### config.mk
export PLATFORM = sky130hd
export DESIGN_NAME = frame_row_buf_ctrl
export DESIGN_NICKNAME = d
export VERILOG_FILES = /design/src/rtl/frame_row_buf_ctrl.sv
export SDC_FILE = /design/constraint.sdc
export NUM_CORES = 1
export LEC_CHECK = 0
export ABC_AREA = 1
export BUFFER_PORTS_ARGS = -buffer_cell sky130_fd_sc_hd__buf_4
export CAP_MARGIN = 25
export CORE_ASPECT_RATIO = 1.75
export CORE_MARGIN = 5
export CORE_UTILIZATION = 54
export DETAILED_ROUTE_END_ITERATION = 8
export GPL_ROUTABILITY_DRIVEN = 0
export PLACE_DENSITY = 0.85
export SLEW_MARGIN = 20
export SYNTH_ARGS = -nofsm -noshare
export SYNTH_HDL_FRONTEND = slang
export SYNTH_SLANG_ARGS = --single-unit
### constraint.sdc
create_clock -name clk -period 3.1 [get_ports clk]
set_input_delay 0 -clock clk [delete_from_list [all_inputs] [get_ports clk]]
set_output_delay 0 -clock clk [all_outputs]
set_load 0.005 [all_outputs]
### src/rtl/frame_row_buf_ctrl.sv
// frame_row_buf_ctrl: owns both ports of the intra top-row line buffer RAM
// (active-low controls, registered read data). Port A carries write bursts of
// reconstructed bottom-row pixels; port B carries read bursts of top-neighbour
// pixels. Same-cycle same-address read/write collisions are resolved here.
// Optional feature macro: FRAME_ROW_BYPASS_EN
//   defined   : colliding read proceeds, its word is replaced by the write data
//   undefined : colliding read is held off one cycle and re-issued
module frame_row_buf_ctrl #(
    parameter int Word_Width = 32,
    parameter int Addr_Width = 9,
    parameter int Depth      = 480
) (
    input  logic                  clk,
    input  logic                  rst_n,
    input  logic                  wr_start_i,
    input  logic [Addr_Width-1:0] wr_addr_i,
    input  logic [3:0]            wr_len_i,
    input  logic                  wr_val_i,
    input  logic [Word_Width-1:0] wr_data_i,
    output logic                  wr_busy_o,
    output logic                  wr_done_o,
    input  logic                  rd_start_i,
    input  logic [Addr_Width-1:0] rd_addr_i,
    input  logic [3:0]            rd_len_i,
    output logic                  rd_val_o,
    output logic [Word_Width-1:0] rd_data_o,
    output logic                  rd_busy_o,
    output logic                  rd_done_o,
    output logic                  cena_o,
    output logic                  wena_o,
    output logic                  oena_o,
    output logic [Addr_Width-1:0] addra_o,
    output logic [Word_Width-1:0] dataa_o,
    output logic                  cenb_o,
    output logic                  wenb_o,
    output logic                  oenb_o,
    output logic [Addr_Width-1:0] addrb_o,
    input  logic [Word_Width-1:0] datab_i
);

    localparam logic [Addr_Width-1:0] DEPTH_A   = Addr_Width'(Depth);
    localparam logic [Addr_Width-1:0] LAST_ADDR = Addr_Width'(Depth - 1);

    typedef enum logic {W_IDLE, W_BUSY} w_state_t;
    typedef enum logic [1:0] {R_IDLE, R_ISSUE, R_DRAIN} r_state_t;

    // Start addresses beyond the buffer fold back by one Depth.
    function automatic logic [Addr_Width-1:0] wrap_start(input logic [Addr_Width-1:0] a);
        return (a >= DEPTH_A) ? (a - DEPTH_A) : a;
    endfunction

    function automatic logic [Addr_Width-1:0] addr_inc(input logic [Addr_Width-1:0] a);
        return (a == LAST_ADDR) ? '0 : (a + Addr_Width'(1));
    endfunction

    // Burst length field: 0 means 16 words.
    function automatic logic [4:0] len_decode(input logic [3:0] l);
        return (l == 4'd0) ? 5'd16 : {1'b0, l};
    endfunction

    w_state_t              w_state_q, w_state_d;
    logic [Addr_Width-1:0] waddr_q, waddr_d;
    logic [4:0]            wcnt_q, wcnt_d;
    logic                  cena_q, cena_d;
    logic [Addr_Width-1:0] addra_q, addra_d;
    logic [Word_Width-1:0] dataa_q, dataa_d;
    logic                  wr_done_q, wr_done_d;

    r_state_t              r_state_q, r_state_d;
    logic [Addr_Width-1:0] raddr_q, raddr_d;
    logic [4:0]            rcnt_q, rcnt_d;
    logic                  ram_vld_q, ram_vld_d;
    logic                  ram_last_q, ram_last_d;
    logic                  byp_q, byp_d;
    logic [Word_Width-1:0] byp_data_q, byp_data_d;
    logic                  rd_val_q, rd_val_d;
    logic                  rd_done_q, rd_done_d;
    logic [Word_Width-1:0] rd_data_q, rd_data_d;

    logic coll, rd_iss, rd_byp;

    // Write FSM next state: each accepted wr_val_i becomes one port-A write next cycle.
    always_comb begin
        w_state_d = w_state_q;
        waddr_d   = waddr_q;
        wcnt_d    = wcnt_q;
        cena_d    = 1'b1;
        addra_d   = addra_q;
        dataa_d   = dataa_q;
        wr_done_d = 1'b0;
        case (w_state_q)
            W_IDLE: begin
                // The done cycle still reports busy, so a start there is ignored.
                if (wr_start_i && !wr_done_q) begin
                    w_state_d = W_BUSY;
                    waddr_d   = wrap_start(wr_addr_i);
                    wcnt_d    = len_decode(wr_len_i);
                end
            end
            W_BUSY: begin
                if (wr_val_i) begin
                    cena_d  = 1'b0;
                    addra_d = waddr_q;
                    dataa_d = wr_data_i;
                    waddr_d = addr_inc(waddr_q);
                    wcnt_d  = wcnt_q - 5'd1;
                    if (wcnt_q == 5'd1) begin
                        wr_done_d = 1'b1;
                        w_state_d = W_IDLE;
                    end
                end
            end
            default: w_state_d = W_IDLE;
        endcase
    end

    // Collision detection against the write currently presented on port A.
    always_comb begin
        coll = (r_state_q == R_ISSUE) && !cena_q && (addra_q == raddr_q);
`ifdef FRAME_ROW_BYPASS_EN
        rd_iss = (r_state_q == R_ISSUE);
        rd_byp = coll;
`else
        rd_iss = (r_state_q == R_ISSUE) && !coll;
        rd_byp = 1'b0;
`endif
    end

    // Read FSM next state plus the two-stage return path (RAM register, output register).
    always_comb begin
        r_state_d  = r_state_q;
        raddr_d    = raddr_q;
        rcnt_d     = rcnt_q;
        ram_vld_d  = rd_iss;
        ram_last_d = rd_iss && (rcnt_q == 5'd1);
        byp_d      = rd_byp;
        byp_data_d = rd_byp ? dataa_q : byp_data_q;
        rd_val_d   = ram_vld_q;
        rd_done_d  = ram_vld_q && ram_last_q;
        rd_data_d  = rd_data_q;
        if (ram_vld_q) begin
            rd_data_d = byp_q ? byp_data_q : datab_i;
        end
        case (r_state_q)
            R_IDLE: begin
                if (rd_start_i) begin
                    r_state_d = R_ISSUE;
                    raddr_d   = wrap_start(rd_addr_i);
                    rcnt_d    = len_decode(rd_len_i);
                end
            end
            R_ISSUE: begin
                if (rd_iss) begin
                    raddr_d = addr_inc(raddr_q);
                    rcnt_d  = rcnt_q - 5'd1;
                    if (rcnt_q == 5'd1) begin
                        r_state_d = R_DRAIN;
                    end
                end
            end
            R_DRAIN: begin
                if (rd_done_q) begin
                    r_state_d = R_IDLE;
                end
            end
            default: r_state_d = R_IDLE;
        endcase
    end

    // State and port registers; reset aborts any burst in flight.
    always_ff @(posedge clk or negedge rst_n) begin
        if (!rst_n) begin
            w_state_q  <= W_IDLE;
            waddr_q    <= '0;
            wcnt_q     <= '0;
            cena_q     <= 1'b1;
            addra_q    <= '0;
            dataa_q    <= '0;
            wr_done_q  <= 1'b0;
            r_state_q  <= R_IDLE;
            raddr_q    <= '0;
            rcnt_q     <= '0;
            ram_vld_q  <= 1'b0;
            ram_last_q <= 1'b0;
            byp_q      <= 1'b0;
            rd_val_q   <= 1'b0;
            rd_done_q  <= 1'b0;
            rd_data_q  <= '0;
        end else begin
            w_state_q  <= w_state_d;
            waddr_q    <= waddr_d;
            wcnt_q     <= wcnt_d;
            cena_q     <= cena_d;
            addra_q    <= addra_d;
            dataa_q    <= dataa_d;
            wr_done_q  <= wr_done_d;
            r_state_q  <= r_state_d;
            raddr_q    <= raddr_d;
            rcnt_q     <= rcnt_d;
            ram_vld_q  <= ram_vld_d;
            ram_last_q <= ram_last_d;
            byp_q      <= byp_d;
            rd_val_q   <= rd_val_d;
            rd_done_q  <= rd_done_d;
            rd_data_q  <= rd_data_d;
        end
    end

    // Bypass word holding register; only consumed when byp_q qualifies it.
    always_ff @(posedge clk) begin
        byp_data_q <= byp_data_d;
    end

    assign cena_o    = cena_q;
    assign wena_o    = cena_q;
    assign oena_o    = 1'b1;
    assign addra_o   = addra_q;
    assign dataa_o   = dataa_q;
    assign cenb_o    = ~rd_iss;
    assign wenb_o    = 1'b1;
    assign oenb_o    = 1'b0;
    assign addrb_o   = raddr_q;
    assign wr_done_o = wr_done_q;
    assign wr_busy_o = (w_state_q == W_BUSY) | wr_done_q;
    assign rd_val_o  = rd_val_q;
    assign rd_data_o = rd_data_q;
    assign rd_done_o = rd_done_q;
    assign rd_busy_o = (r_state_q != R_IDLE);

endmodule
## Yosys cells after proc, flatten, opt, wreduce, memory -nomap -nowiden

Cells that the tools add are included.
Widths: inputs -> output; s select.

| word-level totals | value |
|---|---|
| register bits after elaboration | 110 |
| input port bits | 95 |
| output and inout bits | 93 |
| word-level logic and storage cells | 89 |

| cells by class | value |
|---|---|
| $add $sub $neg | 6 |
| $lt $le $gt $ge | 2 |
| equality and inequality tests | 13 |
| multiplexer cells | 32 |
| bitwise logic cells | 3 |
| reductions and logical operators | 18 |

Operator list:

| operator | count |
|---|---|
| $mux 9 | 8 |
| $pmux 9 s2 | 2 |
| $mux 5 | 6 |
| $pmux 5 s2 | 2 |
| $add 9x1->9 const B | 2 |
| $eq 9x9->1 const B | 2 |
| $ge 9x9->1 const B | 2 |
| $sub 9x9->9 const B | 2 |
| $eq 5x1->1 const B | 2 |
| $ne 2x2->1 const B | 5 |
| $sub 5x1->5 const B | 2 |
| $eq 9x9->1 | 1 |
| $logic_not 4->1 | 2 |
| $mux 1 | 8 |
| $mux 2 | 4 |
| $logic_and 1x1->1 | 6 |
| $pmux 2 s3 | 1 |
| $reduce_and 2->1 | 2 |
| $reduce_and 4->1 | 1 |
| $reduce_bool 2->1 | 2 |
| $logic_not 1->1 | 3 |
| $reduce_and 3->1 | 1 |
| $eq 2x1->1 const B | 1 |
| $eq 2x2->1 const B | 1 |
| other kinds (5) | 6 |

## Depth between registers and ports, before layout

| depth | value |
|---|---|
| depth in word-level cells | 7 |
| gate-level depth with buffers | 11 |
| mapped depth without buffers | 10 |

## Worst setup path before layout

Ideal clock, no wire load.

| timing | value |
|---|---|
| kind | flip-flop to flip-flop |
| start point | register raddr_q[0], in the netlist addrb_o[0] |
| end point | register raddr_q[7], in the netlist addrb_o[7] |
| library setup time | 0.065 ns |
| arrival time | 1.365 ns |
| data required time | 3.035 ns |
| setup slack | 1.670 ns |
| stages on the path, launching flop included | 9 |
| buffers on the path | 0 |
| clock period less this slack | 1.430 ns |
| cells stage by stage | dfrtp_1 -> ha_1 -> nand3_1 -> nor2_1 -> a21oi_2 -> nand3_1 -> nand2_1 -> nand3_1 -> nand2_1 |

| on the way | value |
|---|---|
| cells in the longest elaborated chain, start to end | 6 |
| elaborated cells on any way between the ends | 11 |
| those cells by class | 1 x add/sub; 3 x eq/ne; 3 x mux; 4 x reduce/logical |

Ends and longest elaborated chain:

| element | line | source |
|---|---|---|
| start: declaration | 70 | `logic [Addr_Width-1:0] raddr_q, raddr_d;` |
| start signal: assignment | 198 | `raddr_q <= raddr_d;` |
| parallel branches: the longest is 6 deep, another holds $add 9x1->9 | - |  |

Parallel ways; which one is timed is not known. The select of a mux whose other input is x is not followed.
A chain may end at the register's enable or synchronous reset.

## Worst setup path in the final report

| timing | value |
|---|---|
| start point | register r_state_q[1] |
| end point | register raddr_q[1], in the netlist addrb_o[1] |

| on the way | value |
|---|---|
| cells in the longest elaborated chain, start to end | 7 |
| elaborated cells on any way between the ends | 11 |
| those cells by class | 3 x eq/ne; 1 x mux; 7 x reduce/logical |

Ends and longest elaborated chain:

| element | line | source |
|---|---|---|
| start: declaration | 69 | `r_state_t r_state_q, r_state_d;` |
| start signal: assignment | 197 | `r_state_q <= r_state_d;` |
| $eq 2x1->1 | 119, 124, 144 |  |
| $logic_and 1x1->1 (2 in a row) | 119 | `coll = (r_state_q == R_ISSUE) && !cena_q && (addra_q == raddr_q);` |
| $logic_not 1->1 | 124 | `rd_iss = (r_state_q == R_ISSUE) && !coll;` |
| $logic_and 1x1->1 | 124 |  |
| $ne 2x2->1 (no line) | - |  |
| $reduce_and 3->1 (no line) | - |  |

Several ways; a longest one is shown, not always the timed one.

==> impl_results.md <==
- Critical Path Max Stage Delay: between 0.5 and 0.6 ns
- Sw power: about 0.0016 W
- Gate power share: 0.318
- Buf/Inv on CP: 1
- Seq/Total Area, Yosys: 0.509
- Final count of hold timing violations: 0
- Post-synth top area cell: dfrtp_1
- H-Tree Depth: 3
- Post-CTS sizing: 0
- Number of global-route vias before repair: approximately 5,700
- GRT overflow: 0
- FF-to-FF setup slack: between 0.7 and 0.8 ns
- Outcome: complete, no violations
- Clock latency on the worst-skew pair: approximately 0.35 ns
- Pre-antenna DRT Iters: 5
- First-pass GRT wire length: between 20 and 30 mm
- Max-slew violations: 0
- Initial antenna violation count: 1
- YS warnings: 0
- Nets: approximately 1,000
- Worst Skew: 0.00513 ns
- Distinct cells, synth: 36
- Area of the multi-input gates: 0.00223 mm2
- Top cell type's share of synthesized area: 0.505
- CTS tree: yes
- Top post-synthesis cells by area: dfrtp_1 (50%), nand2_1 (16%), mux2_2 (6.7%), inv_1 (4.8%), nand3_1 (3.6%)
- IO buf count: about 180
- Design Power: about 0.0046 W
- CP max stage cell: nor2_1
- Hpwl dp: between 10 and 15 mm
- Die Y: 142 um
- Count leader, synth: nand2_1
- Initial DRC count: ~370
- Crit-path cells: nor2_1 -> inv_1 -> a21oi_2 -> nand2_1 -> o21ai_0 -> nand3_1 -> nand2_1
- Crit path max-delay family: simple AND/OR/NAND/NOR gates
- Total GRT Usage: 0.303
- CP endpoint kind: flip-flop
- CTS Buf Count: 9
- Syn Area/Cell: 8.25 um2
- Seq pwr share: 0.422
- Hold Crit Class: input port to flip-flop
- Post-Syn Area: 0.00541 mm2
- Clock Power Share: 0.260
- Final WL: roughly 18 mm
- Die area: 0.0122 mm2
- Root Buffer: clkbuf_16
- Clk pin slew, worst setup/hold paths: roughly 0.07 ns
- Wire per inst: approximately 18 um
- Clock Sinks: 110
- Cell-internal power: 0.00303 W
- Synth-to-layout area growth: 46.6%
- Critical path's most frequent cell: nand2_1
- Worst-path fanout max: 14
- Setup_tns: 0 ns
- Critical path type: flip-flop to flip-flop
- Peak Freq: approximately 0.42 GHz
- CP required: 3.39 ns
- Vias per cell: 5.36
- Largest buffer count on any clock path: 2
- Reg area: 0.00275 mm2
- Row cnt: 48
- Fin crit share: 0.766
- Leakage: between 4 and 5 nW
- Layout cells sized above 1: 0.277
- Drt drc: 0
- Core Region: 0.00985 mm2
- Arr. time, crit path: approximately 2.7 ns
- EDFF count, synth: 0
- Top cells by count, synth: nand2_1 (235), dfrtp_1 (109), inv_1 (69)
- Seq cells post-synth: between 100 and 150
- Tmin final: 2.37 ns
- Worst Tran Pin Value: 0.958 ns
- Cells after synthesis: about 660
- Cell Pwr Density: 582 mW/mm2
- Asr flop ratio synth: 1.00
- Switching share of total power: 0.344
- Setup violations, final: 0
- Startpoint Class: flip-flop
- Setup repair after global routing missed its margin: false
- Fill cells: between 500 and 600
- Via count: ~5,600
- Synth Flop Type: dfrtp_1
- Largest net degree at the start of global routing: ~60
- IO Count: roughly 190
- Max rail drop VDD: between 400 and 500 uV
- Die W: ~86 um
- MaxCap Viol Count: 0
- Slew headroom: 0.360
- Initial Util: 0.549
- ANT nets after route: 0
==> layout make-up <==
| type | count | share of cell area |
|---|---|---|
| Timing Repair Buffer | 264 | 0.276 |
| Multi-Input combinational cell | 443 | 0.281 |
| Sequential cell | 110 | 0.347 |
| Tap cell | 125 | 0.0197 |
| Clock inverter | 6 | 0.00994 |
| Clock buffer | 9 | 0.0284 |
| Inverter | 77 | 0.0365 |
| Antenna cell | 3 | 0.000947 |
==> final timing paths <==
check                             start          end  depth (start not counted)
max reg2reg                r_state_q[1]   addrb_o[1]                          7
min in group asynchronous         rst_n   waddr_q[7]                          2
min                        wr_addr_i[2]   waddr_q[2]                          3
max in group asynchronous         rst_n       cena_o                          3
min reg2reg                 dataa_o[28]  dataa_o[28]                          2
max                        r_state_q[1]   addrb_o[1]                          7
==> power by group through the flow <==
stage | Sequential (W) | Clock [W] | Combinational, W
2_1_floorplan | 0.00192 | 0 | 0.000719
3_3_place_gp | 0.00195 | 0 | 0.00127
3_5_place_dp | 0.00195 | 0 | 0.00134
4_1_cts | 0.00193 | 0.00121 | 0.00143
5_1_grt | 0.00198 | 0.00128 | 0.00163
6_report | 0.00195 | 0.00120 | 0.00147
==> logic make-up after synthesis <==
group                    share of synthesized area
AND/OR/NAND/NOR                              0.251
multiplexers                                0.0685
buffers and inverters                       0.0789
XOR/XNOR                                   0.00810
adder cells (fa/ha/maj)                     0.0185
AO/OA/AOI/OAI                               0.0641
flip-flops                                   0.509
other                                      0.00139
==> layout by cell type (no fill, tap or decap), types with 2 or more instances in the layout <==
cell type,instances
nand2_1,235
or2_2,2
dlygate4sd3_1,77
diode_2,3
nand3_1,39
xor2_1,4
nor2_1,35
inv_2,8
inv_1,69
o21ai_1,2
mux2_2,32
clkbuf_16,9
inv_8,2
o211ai_1,3
o21ai_0,35
clkinv_4,2
conb_1,3
a21oi_1,14
dfrtp_1,109
a22oi_1,5
nand4_1,4
nor2_2,3
ha_1,8
nor3_1,5
nand3b_1,3
buf_4,186
==> worst reg2reg max path, cell delays in order, from the launching register on <==
cell and delay (ns):
dfrtp_1 0.45, nor2_1 0.58, inv_1 0.44, a21oi_2 0.43, nand2_1 0.08, o21ai_0 0.12, nand3_1 0.13, nand2_1 0.08
==> per-layer routing <==
metal	vias to the layer above	share of wire	GRT usage
met1	2631	0.34	0.327
met3	78	0.062	0.0568
met2	299	0.55	0.552
met5	-	0	0
met4	0	0.052	0.159
li1	2552	-	-
==> metrics by stage <==
stage               hold WS [ns]  cells  area (um2)  setup slack [ns]   util
floorplan                 -0.296    656        5410              1.67      -
global placement          0.0729    942        6850             0.948  0.695
detailed placement        0.0889    942        6850             0.872  0.695
CTS                      0.00890   1034        7920             0.798  0.804
global route              0.0251   1035        7920             0.509  0.804
finish                    0.0174   1037        7930             0.725  0.805
==> sequential cells by signal (all words and copies together), names as in the netlist, 2 cells and up <==
register	flops
addra_o	9
addrb_o	9
dataa_o	32
r_state_q	2
rcnt_q	5
rd_data_o	32
waddr_q	9
wcnt_q	5
==> timing repair <==
action                    in CTS  in global routing
hold buffers                  77                  0
setup buffers                  0                  0
hold endpoints to repair     126                  0
Power figures use the tool's default switching activity.
